<file path="src/rtl/dds_pkg.sv">
`default_nettype none
// +----------------------------------------------------------------------------+
// | dds_pkg                                                                    |
// | Shared defaults, FSM encoding and word type for the DDS output register.   |
// | Revision: 1.0                                                              |
// +----------------------------------------------------------------------------+
package dds_pkg;

    localparam int SAMPLE_W_DEF = 12;
    localparam int LANES_DEF    = 8;

    typedef logic [2:0] dds_state_t;

    localparam logic [2:0] c_ST_IDLE   = 3'd0;
    localparam logic [2:0] c_ST_ARMED  = 3'd1;
    localparam logic [2:0] c_ST_STREAM = 3'd2;
    localparam logic [2:0] c_ST_FLUSH  = 3'd3;
    localparam logic [2:0] c_ST_DRAIN  = 3'd4;

    // Word layout for the default geometry; the top re-declares it per its own parameters.
    typedef struct packed {
        logic                                 last;
        logic [LANES_DEF*SAMPLE_W_DEF-1:0]    data;
    } dds_word_t;

endpackage : dds_pkg
`default_nettype wire

</file>
<file path="src/rtl/dds_word_fifo.sv">
`default_nettype none
// +----------------------------------------------------------------------------+
// | dds_word_fifo                                                              |
// | Synchronous first-word-fall-through FIFO; head word visible when !empty.   |
// | Revision: 1.0                                                              |
// +----------------------------------------------------------------------------+
module dds_word_fifo #(
    parameter int WIDTH = 97,
    parameter int DEPTH = 16
) (
    input  logic                     CLK,
    input  logic                     RESET,
    input  logic                     push,
    input  logic [WIDTH-1:0]         din,
    input  logic                     pop,
    output logic [WIDTH-1:0]         dout,
    output logic                     full,
    output logic                     empty,
    output logic [$clog2(DEPTH):0]   count
);

    localparam int c_AW = $clog2(DEPTH);

    logic [WIDTH-1:0] r_mem [DEPTH];
    logic [c_AW:0]    r_wr_ptr;
    logic [c_AW:0]    r_rd_ptr;
    logic             w_do_pop;
    logic             w_do_push;

    assign empty = (r_wr_ptr == r_rd_ptr);
    assign full  = (r_wr_ptr[c_AW] != r_rd_ptr[c_AW]) &&
                   (r_wr_ptr[c_AW-1:0] == r_rd_ptr[c_AW-1:0]);
    assign count = r_wr_ptr - r_rd_ptr;

    // A pop in the same cycle frees the slot, so a full FIFO still accepts a push.
    assign w_do_pop  = pop && !empty;
    assign w_do_push = push && (!full || w_do_pop);

    assign dout = r_mem[r_rd_ptr[c_AW-1:0]];

    always_ff @(posedge CLK) begin
        if (RESET) begin
            r_wr_ptr <= '0;
            r_rd_ptr <= '0;
            for (int i = 0; i < DEPTH; i++) begin
                r_mem[i] <= '0;
            end
        end else begin
            if (w_do_push) begin
                r_mem[r_wr_ptr[c_AW-1:0]] <= din;
                r_wr_ptr                  <= r_wr_ptr + 1'b1;
            end
            if (w_do_pop) begin
                r_rd_ptr <= r_rd_ptr + 1'b1;
            end
        end
    end

endmodule : dds_word_fifo
`default_nettype wire

</file>
<file path="src/rtl/dds_out_reg.sv">
`default_nettype none
// +----------------------------------------------------------------------------+
// | dds_out_reg                                                                |
// | Packs the framed sine-ROM sample stream into DAC words and buffers them.   |
// | Revision: 1.0                                                              |
// +----------------------------------------------------------------------------+
module dds_out_reg
    import dds_pkg::*;
#(
    parameter int SAMPLE_W   = SAMPLE_W_DEF,
    parameter int LANES      = 8,
    parameter int FIFO_DEPTH = 16,
    parameter int ROM_LAT    = 1
) (
    input  logic                         CLK,
    input  logic                         RESET,
    input  logic [SAMPLE_W-1:0]          SAMPLE_IN,
    input  logic                         SIGN_START_CALC,
    input  logic                         SIGN_STOP_CALC,
    output logic                         OUT_REG_READY,
    output logic [LANES*SAMPLE_W-1:0]    DAC_DATA,
    output logic                         DAC_VALID,
    input  logic                         DAC_READY,
    output logic                         DAC_LAST,
    output logic                         OVERFLOW
);

    localparam int c_DATA_W = LANES * SAMPLE_W;
    localparam int c_LANE_W = $clog2(LANES);
    localparam int c_CNT_W  = $clog2(FIFO_DEPTH) + 1;
    localparam logic [c_LANE_W-1:0] c_LANE_LAST = c_LANE_W'(LANES - 1);

    typedef struct packed {
        logic                last;
        logic [c_DATA_W-1:0] data;
    } word_t;

    dds_state_t           r_state;
    logic                 r_start_d;
    logic                 r_win_open;
    logic [c_LANE_W-1:0]  r_lane;
    logic [c_DATA_W-1:0]  r_pack;
    logic                 r_ovf;

    logic                 w_win_cyc;
    logic                 w_win_stop;
    logic                 w_cap_v;
    logic                 w_cap_stop;
    logic                 w_cap_en;
    logic                 w_lane_full;
    logic                 w_flush_push;
    logic                 w_push;
    word_t                w_push_word;
    word_t                w_head;
    logic                 w_pop;
    logic                 w_full;
    logic                 w_empty;
    logic [c_CNT_W-1:0]   w_count;
    logic                 w_drain_done;

    // Address window in accumulator time: opens when START falls, closes on STOP inclusive.
    assign w_win_cyc  = ((r_state == c_ST_ARMED) && !SIGN_START_CALC) || r_win_open;
    assign w_win_stop = w_win_cyc && SIGN_STOP_CALC;

    generate
        if (ROM_LAT == 0) begin : g_lat_zero
            assign w_cap_v    = w_win_cyc;
            assign w_cap_stop = w_win_stop;
        end else begin : g_lat_pipe
            logic [ROM_LAT-1:0] r_vld_sr;
            logic [ROM_LAT-1:0] r_stop_sr;

            always_ff @(posedge CLK) begin
                if (RESET) begin
                    r_vld_sr  <= '0;
                    r_stop_sr <= '0;
                end else begin
                    r_vld_sr  <= ROM_LAT'({r_vld_sr, w_win_cyc});
                    r_stop_sr <= ROM_LAT'({r_stop_sr, w_win_stop});
                end
            end

            assign w_cap_v    = r_vld_sr[ROM_LAT-1];
            assign w_cap_stop = r_stop_sr[ROM_LAT-1];
        end
    endgenerate

    assign w_cap_en     = w_cap_v && ((r_state == c_ST_ARMED) || (r_state == c_ST_STREAM));
    assign w_lane_full  = w_cap_en && (r_lane == c_LANE_LAST);
    assign w_flush_push = (r_state == c_ST_FLUSH) && (r_lane != '0);
    assign w_push       = w_lane_full || w_flush_push;
    assign w_pop        = !w_empty && DAC_READY;

    // Lanes above the fill point are already zero because the pack register clears per word.
    always_comb begin
        w_push_word      = '0;
        w_push_word.last = 1'b1;
        w_push_word.data = r_pack;
        if (w_lane_full) begin
            w_push_word.last = w_cap_stop;
            w_push_word.data = {SAMPLE_IN, r_pack[c_DATA_W-SAMPLE_W-1:0]};
        end
    end

    // Done once the last buffered word leaves this cycle, so READY rises right after it.
    assign w_drain_done = w_empty || (w_pop && (w_count == c_CNT_W'(1)));

    always_ff @(posedge CLK) begin
        if (RESET) begin
            r_state    <= c_ST_IDLE;
            r_start_d  <= 1'b0;
            r_win_open <= 1'b0;
            r_lane     <= '0;
            r_pack     <= '0;
            r_ovf      <= 1'b0;
        end else begin
            r_start_d <= SIGN_START_CALC;

            if (w_win_stop) begin
                r_win_open <= 1'b0;
            end else if (w_win_cyc) begin
                r_win_open <= 1'b1;
            end

            if (w_cap_en) begin
                if (r_lane == c_LANE_LAST) begin
                    r_lane <= '0;
                    r_pack <= '0;
                end else begin
                    r_lane <= r_lane + c_LANE_W'(1);
                    r_pack[r_lane*SAMPLE_W +: SAMPLE_W] <= SAMPLE_IN;
                end
            end else if (r_state == c_ST_FLUSH) begin
                r_lane <= '0;
                r_pack <= '0;
            end

            if (w_push && w_full && !w_pop) begin
                r_ovf <= 1'b1;
            end

            case (r_state)
                c_ST_IDLE: begin
                    if (SIGN_START_CALC && !r_start_d) begin
                        r_state <= c_ST_ARMED;
                    end
                end
                c_ST_ARMED: begin
                    if (!SIGN_START_CALC) begin
                        r_state <= (w_cap_en && w_cap_stop) ? c_ST_FLUSH : c_ST_STREAM;
                    end
                end
                c_ST_STREAM: begin
                    if (w_cap_en && w_cap_stop) begin
                        r_state <= c_ST_FLUSH;
                    end
                end
                c_ST_FLUSH: begin
                    if ((r_lane == '0) && w_drain_done) begin
                        r_state <= c_ST_IDLE;
                    end else begin
                        r_state <= c_ST_DRAIN;
                    end
                end
                c_ST_DRAIN: begin
                    if (w_drain_done) begin
                        r_state <= c_ST_IDLE;
                    end
                end
                default: r_state <= c_ST_IDLE;
            endcase
        end
    end

    dds_word_fifo #(
        .WIDTH (c_DATA_W + 1),
        .DEPTH (FIFO_DEPTH)
    ) u_fifo (
        .CLK   (CLK),
        .RESET (RESET),
        .push  (w_push),
        .din   (w_push_word),
        .pop   (w_pop),
        .dout  (w_head),
        .full  (w_full),
        .empty (w_empty),
        .count (w_count)
    );

    assign DAC_VALID     = !w_empty;
    assign DAC_DATA      = w_head.data;
    assign DAC_LAST      = w_head.last;
    assign OVERFLOW      = r_ovf;
    assign OUT_REG_READY = (r_state == c_ST_IDLE) && w_empty;

endmodule : dds_out_reg
`default_nettype wire

</file>
<file path="config.mk">
export PLATFORM = sky130hd
export DESIGN_NAME = dds_out_reg
export DESIGN_NICKNAME = d
export VERILOG_FILES = /design/src/rtl/dds_pkg.sv /design/src/rtl/dds_word_fifo.sv /design/src/rtl/dds_out_reg.sv
export SDC_FILE = /design/constraint.sdc
export NUM_CORES = 2
export LEC_CHECK = 0
export ABC_AREA = 1
export ABC_CLOCK_PERIOD_IN_PS = 8300
export CAP_MARGIN = 20
export CORE_AREA = 2 2 379 381
export DETAILED_ROUTE_END_ITERATION = 8
export DIE_AREA = 0 0 381 383
export GPL_ROUTABILITY_DRIVEN = 0
export PLACE_DENSITY_LB_ADDON = 0.05
export SYNTH_ARGS = -nofsm -noshare
export SYNTH_HDL_FRONTEND = slang
export SYNTH_HIERARCHICAL = 1
export SYNTH_SLANG_ARGS = --single-unit
</file>
<file path="constraint.sdc">
create_clock -name CLK -period 8.3 [get_ports CLK]
set_input_delay 2.49 -clock CLK [delete_from_list [all_inputs] [get_ports CLK]]
set_output_delay 2.49 -clock CLK [all_outputs]
set_load 0.05 [all_outputs]
</file>
After elaboration in Yosys (flattened, before gate mapping):

Memories as Yosys holds them, arrays and structs flattened. A register that Yosys moved wholly into a read port is not among the register bits.
Cells that the tools add are included.

* memories kept: 1
* input port bits: 17
* bits in writable memories: 1552
* register bits after elaboration: 117
* logic and storage cells: 90

Memories
* u_fifo.r_mem: words 16, width 97, read ports 1, clocked after memory_dff 1, write ports 16, line dds_word_fifo.sv:24 `logic [WIDTH-1:0] r_mem [DEPTH];`

* $mul: 1
* eq/ne operators: 13
* shift-type cells: 2
* reductions and logical operators: 33
* multiplexer cells: 25
* add/sub/neg operators: 5

Operator list (count)
* 96-bit two-way mux: 3
* 97-bit two-way mux: 2
* 97-bit OR reduction: 1
* 96-bit bitwise mux: 1
* 12-bit by 34-bit variable shift with 96-bit output (first input constant): 1
* 12-bit by 34-bit indexed part select with 96-bit output: 1
* 7-bit negation with 34-bit output: 1
* 3-bit two-way mux: 8
* 1-bit logical AND: 16
* 3-bit case mux with 5 select lines: 1
* 4-bit two-way mux: 3
* 5-bit by 1-bit adder with 5-bit output (second input constant): 2
* 1-bit two-way mux: 7
* 3-bit by 2-bit equality test with 1-bit output (second input constant): 2
* 3-bit equality test (second input constant): 2
* 3-bit zero test: 2
* 2-bit != test (second input constant): 3
* 5-bit by 1-bit equality test with 1-bit output (second input constant): 1
* 5-bit equality test: 1
* 1-bit zero test: 5
* 1-bit logical OR: 5
* 3-bit by 2-bit multiplier with 5-bit output (second input constant): 1
* 5-bit subtractor: 1
* 4-bit equality test: 1
* other kinds (8): 8

Depth between registers and ports, before layout:

* depth in word-level cells: 11
* mapped depth: 20
* depth with buffers taken out: 19

By module:

The synthesis kept the hierarchy.

By module, submodules not included
* dds_word_fifo: cells each 7457, seq. area each 46885.0 um^2, times used 1, area an instance 71786.3 um^2
* dds_out_reg: cells each 912, seq. area each 2142.1 um^2, times used 1, area an instance 5826.8 um^2

Worst setup path after synthesis:

Ideal clock, no wire load.

* path type: input to register
* from: input port RESET
* to: memory u_fifo.r_mem[7][0], enable pin
* stages on the path: 7
* buffers on the path: 4
* setup slack: 2238 ps
* data arrival time: 5603 ps
* path through: buf_2 > clkinv_2 > buf_6 > nand4_4 > buf_6 > buf_4 > nand2_1

RTL lines
* start: declaration: line dds_out_reg.sv:16 `input logic RESET,`
* end: declaration: line dds_word_fifo.sv:24

==> results.toml <==
[worst_setup_path]
r2r_end = "u_fifo/r_mem[12][36]$_SDFFCE_PN0P_"
cpPeakStageDelay_ns = 0.81
timing.rr.start = "r_lane[2]$_SDFFE_PP0P_"
crit_fanout = 53
endpoint_kind = "output pin"
crit_end = "DAC_DATA[92]"
arrival_ns = 4.31
crit_path_cell_trace = "buf_4 -> buf_4 -> nor2_1 -> nor2_1 -> o21ai_0 -> nand3_1 -> nand3_1 -> nand2_1 -> clkdlybuf4s50_1"
crit_type = "flip-flop to output pin"
cpMaxStageDelayCell = "clkdlybuf4s50_1"
startpoint_type = "flip-flop"
rrSetupSlack_ns = 2.98
cp.required_ns = 5.81
r2r_cells = 8

[floorplanning]
chipWidth_um = 381
rows = 139
core_um2 = 142000
fp.dieArea_um2 = 146000
ioPinCount = 117
die_h_um = 383
initial_core_util_pct = 54.6

[final_layout]
fillers = 12200
nets = 8172
drive_gt1_share_pct = 5.18
syn2layout_area_growth_pct = 9.50
design_area_um2 = 85000

[sta]
slew_violations = 0
setup_tns_ns = 0
rsz0062_at_grt = "false"
max-slew-margin-rel_pct = 23.2
final.period_utilization_pct = 81.9
setup_viol = 0
fmax_ghz = 0.147
min_period_ns = 6.80
hold_viol_final = 0
worstMarginPinSlew_ns = 1.15
fin_skew_ns = 0.0264
finalWorstSetupSlack_ns = 1.50

[place]
hpwl_um = 124000
postPlaceCellArea_um2 = 79400
place_worst_setup_slack_ns = 1.54
portBuffers = 116

[clock_network]
htreeDepth = 4
root_buffer = "clkbuf_16"
cts_buffers = 177
clk_pin_slew_ns = 0.06
cts_buffer_depth = 3
post_cts_resized = 0
clock-sinks = 1673
postCtsHoldBufs = 0
tritoncts = "yes"
insertion_delay_ns = 0.82
cts_setup_buffers = 0

[logic_synthesis]
syn-num-nets = 8405
yosys_warnings = 6
syn_avg_cell_area_um2 = 9.27
synth_seq_cells = 1673
ys_seq_area_share_pct = 63.2
synth_flop_cell = "edfxtp_1"
synthesis.instances = 8369
ys_types = 43
syn_area_um2 = 77600
synth_edf_count = 1552
ys_async_sr_fraction_pct = 0

[detailed_routing]
drtIter0Drc = 6860
drc_errors = 0
ant_nets = 0
drt-vias-per-instance = 5.75
vias = 58600
routedWlPerCell_um = 23.2
wirelength_um = 236000
drt-pass1-iter-count = 9

[power_and_ir_drop]
irDropWorstVdd_uv = 184
p_per_area_nw_per_um2 = 215
p_leak_nw = 30.6

[grt]
grt_pass1_wl_um = 351000
globalRoute.totalOverflow = 0
grt_pass1_vias = 55300
grt_max_degree = 178
antenna_found_initial = 6
track_usage_pct = 32.0

[run]
cap_violations = 0

[hold_path]
holdPathStages = 2
hold_path_class = "flip-flop to flip-flop"

[outcome]
status = "complete, no violations"
==> report_power, final <==
group | switching (mW) | internal, mW | total (mW)
combinational | 0.738 | 0.215 | 0.953
clock | 3.29 | 4.41 | 7.70
sequential | 0.0959 | 9.52 | 9.62
==> kinds of logic after synthesis <==
kind of cell    after synthesis  share of synthesized area, %
simple gates               4924                          25.7
flops                      1673                          63.2
buf+inv                    1163                          6.51
compound gates              585                          4.26
fa+ha+maj                    19                         0.326
xor+xnor                      5                        0.0564
==> flip-flops by register name (all words and copies together) (netlist names), named ones only <==
name / cells
u_fifo/r_wr_ptr: 5
r_pack: 96
u_fifo/r_rd_ptr: 5
OVERFLOW: 1
r_state: 3
r_lane: 3
g_lat_pipe.r_vld_sr: 1
g_lat_pipe.r_stop_sr: 1
r_start_d: 1
u_fifo/r_mem: 1552
r_win_open: 1
==> how the worst min path moves through the flow <==
stage	from	to	slack (ns)
final	r_pack[81]$_SDFFE_PP0P_	r_pack[81]$_SDFFE_PP0P_	0.46
after global routing	r_pack[1]$_SDFFE_PP0P_	r_pack[1]$_SDFFE_PP0P_	0.48
after CTS	r_pack[57]$_SDFFE_PP0P_	r_pack[57]$_SDFFE_PP0P_	0.46
after detailed placement	r_pack[57]$_SDFFE_PP0P_	r_pack[57]$_SDFFE_PP0P_	0.46
after global placement	r_pack[81]$_SDFFE_PP0P_	r_pack[81]$_SDFFE_PP0P_	0.45
after floorplan	r_pack[57]$_SDFFE_PP0P_	r_pack[57]$_SDFFE_PP0P_	0.44
==> cells in the mapped netlist, types with 8 or more instances <==
| master | count | area, um^2 |
|---|---|---|
| buf_4 | 9 | 67.6 |
| dfxtp_1 | 121 | 2420 |
| edfxtp_1 | 1552 | 46600 |
| buf_6 | 40 | 450 |
| buf_2 | 274 | 1370 |
| nand4_1 | 29 | 181 |
| inv_2 | 9 | 33.8 |
| clkbuf_1 | 258 | 968 |
| nand2_1 | 1896 | 7120 |
| a21oi_1 | 107 | 536 |
| nand3_1 | 775 | 3880 |
| o22ai_1 | 8 | 50.1 |
| nand4_4 | 14 | 298 |
| o211ai_1 | 136 | 1020 |
| nor2_2 | 16 | 100 |
| nor2_1 | 2154 | 8090 |
| ha_1 | 17 | 213 |
| buf_1 | 49 | 184 |
| o21ai_0 | 317 | 1590 |
| inv_1 | 520 | 1950 |
| nor3_1 | 17 | 85.1 |
==> stage by stage <==
stage	hold WS (ns)	cells	power, mW	util, %
after floorplan	0.439	8369	10.4	-
after global placement	0.450	9859	10.7	55.8
after detailed placement	0.456	9860	10.7	55.8
after CTS	0.464	10200	18.3	59.7
after global routing	0.479	10200	18.8	59.7
final	0.462	10200	18.3	59.7
==> cells in the final DEF (no fill, tap or decap), drive strengths merged, types with 8 or more instances in the layout <==
cell	synthesis	layout
ha	17	17
buf	373	104
clkinv	3	68
clkbuf	258	238
bufinv	0	9
nand2	1899	1899
nand4	44	44
o21ai	324	324
clkdlybuf4s50	0	115
o22ai	8	8
a21oi	107	107
edfxtp	1552	1552
dfxtp	121	121
nand3	779	779
inv	529	539
nor2	2173	2173
o211ai	136	136
nor3	18	18
==> cell type report <==
type,count,area (um^2),area share [%]
Sequential cell,1673,49000,57.7
Multi-Input combinational cell,5533,23700,27.8
Clock buffer,238,4890,5.76
Tap cell,1903,2380,2.80
Timing Repair Buffer,219,2290,2.69
Inverter,532,2030,2.38
Clock inverter,85,692,0.814
Antenna cell,2,5.00,0.00589
==> per-layer routing <==
metal  up-vias  global-route usage (%)  share of wire [%]
li1      27000                       -                  -
met1     28300                    43.4                 40
met2      2808                    52.4                 47
met3       498                    5.23                9.1
met5         -                       0             0.0030
met4         2                    11.3                3.5
==> worst max-delay path: cells and delay by family, from the launching register on <==
kind            cells  cell delay, ns
buf+inv             3            2.02
flops               1            0.75
compound gates      1            0.08
simple gates        5            0.56
No activity file was read; power rests on OpenSTA's default activity.
==> variant: new RTL, same settings <==
`ROM_LAT`: 1 -> 0.
--- a/src/rtl/dds_out_reg.sv
+++ b/src/rtl/dds_out_reg.sv
@@ -11,5 +11,5 @@
     parameter int LANES      = 8,
     parameter int FIFO_DEPTH = 16,
-    parameter int ROM_LAT    = 1
+    parameter int ROM_LAT    = 0
 ) (
     input  logic                         CLK,
Function: not settled (the Yosys comparison gave no result); the edit may change what the design does.
==> variant against the unedited design <==
Synthesized area about the same; design area is essentially flat; clock power fell by 4.0%; power is 1.2% higher; worst setup slack worse by 0.18 ns; largest cell class unchanged; sequential share of layout area hardly changed; sequential power rose by 0.5%; critical path depth unchanged; synthesized cell count is 0.29% higher; sequential cell count decreased by 2; core utilization is essentially flat; wire length is 2.0% higher; global-route usage is 0.72 points higher.
==> variant: results (changes against the unedited design) <==
Clocking
  – Num CTS Buffers: 174 (-1.7%)
  – Clock latency on the worst-skew pair: 0.84 ns (+0.02 ns)

Yosys
  – Syn_area_per_cell: 9.24 um2 (-0.33%)
  – Synth unique cells: 44 (+2.3%)
  – Top cells by instance count after synthesis: nor2_1 (2164), nand2_1 (1918), edfxtp_1 (1552), nand3_1 (775), inv_1 (516)
  – Synthesized net count: 8429 (+0.29%)
  – Leading post-synthesis cells by cell area: edfxtp_1 (60%), nor2_1 (10%), nand2_1 (9.3%)

Outcome
  – Outcome: complete, no violations

GRT
  – GRT Total Usage: 32.7% (+0.72 points)
  – First-pass GRT wire length: 360 mm (+2.5%)
  – Vias in the first global route: 56623 (+2.4%)
  – Initial antenna violation count: 3 (-3)
  – Largest net degree at the start of global routing: 160 (-10%)

Routing
  – Drt total wl: 241 mm (+2.0%)
  – Avg WL per Cell: 23.6 um (+1.9%)
  – First-pass DRT Iterations: 6 (-3)
  – DRT iter0 DRCs: 7156 (+4.3%)
  – Vias post-DR: 59387 (+1.3%)

Final layout
  – Fill count: 12448 (+1.8%)
  – Final nets: 8198 (+0.32%)
  – Biggest regs: u_fifo/r_mem x1552, r_pack x96
  – Layout cells sized above 1: 5.02% (-0.16 points)

Place
  – Area after DPL: 0.0797 mm2 (+0.33%)
  – Cells after DPL: 9889 (+0.29%)
  – HPWL Detailed: 132 mm (+5.9%)
  – Pre-CTS setup slack: 1.46 ns (-0.0733 ns)

Power
  – Clock Power Share: 40.0% (-2.1 points)
  – P_leak: 30.4 nW (-0.41%)
  – Logic power comb: 1.43 mW (+50%)
  – Switching power: 4.52 mW (+9.7%)

Critical path
  – Critical Path AT: 4.49 ns (+0.18 ns)
  – CP Max Fanout: 132 (+150%)

STA
  – Clk_skew: 0.0396 ns (+0.0132 ns)
==> variant: kinds of logic after synthesis <==
| group | after synthesis | synth area share [%] |
|---|---|---|
| AND/OR/NAND/NOR | 4955 | 25.9 |
| flip-flops | 1671 | 63.1 |
| buffers and inverters | 1160 | 6.31 |
| AO/OA/AOI/OAI | 583 | 4.27 |
| adder cells (fa/ha/maj) | 19 | 0.326 |
| XOR/XNOR | 5 | 0.0564 |
==> variant: area by class of cell <==
cell class	instances	share of cell area (%)
timing repair buffer	225	2.87
clock buffer	239	5.54
clock inverter	74	0.650
multi-input combinational	5562	28.1
sequential	1671	57.7
antenna	2	0.00589
inverter	528	2.37
tap	1903	2.80
==> variant: worst max-delay path, cell delays in order, from the launching register on <==
cell and delay (ns):
dfxtp_4 0.67, buf_4 0.70, buf_12 0.51, nor2_1 0.13, nor2_1 0.11, o21ai_0 0.10, nand3_1 0.09, nand3_1 0.09
nand2_1 0.19, clkdlybuf4s50_1 0.84
==> variant: through the flow <==
stage / total power [mW] / utilization, %
after CTS: 18.5 / 59.7
after detailed placement: 11.2 / 56.0
after global routing: 19.0 / 59.7
after floorplan: 10.8 / -
after global placement: 11.2 / 56.0
final: 18.5 / 59.7
==> variant: metal layers <==
layer  routed length (um)  track usage (%)  share of wire (%)
met4                 6270             9.21                2.6
met1               100000             46.9                 42
met2               111000             51.9                 46
met3                23300             5.25                9.7
met5                   19                0             0.0079
==> variant: path summary, 6_finish.rpt <==
kind	cells past startpoint	startpoint	end	slack (ns)
worst max-delay path	9	flop	DAC_DATA[60]	1.32
worst min-delay path	2	r_pack[14]	r_pack[14]	0.47
worst max register to register	11	r_lane[0]	u_fifo/r_mem[13][59]	3.72
worst min register to register	2	r_pack[14]	r_pack[14]	0.47
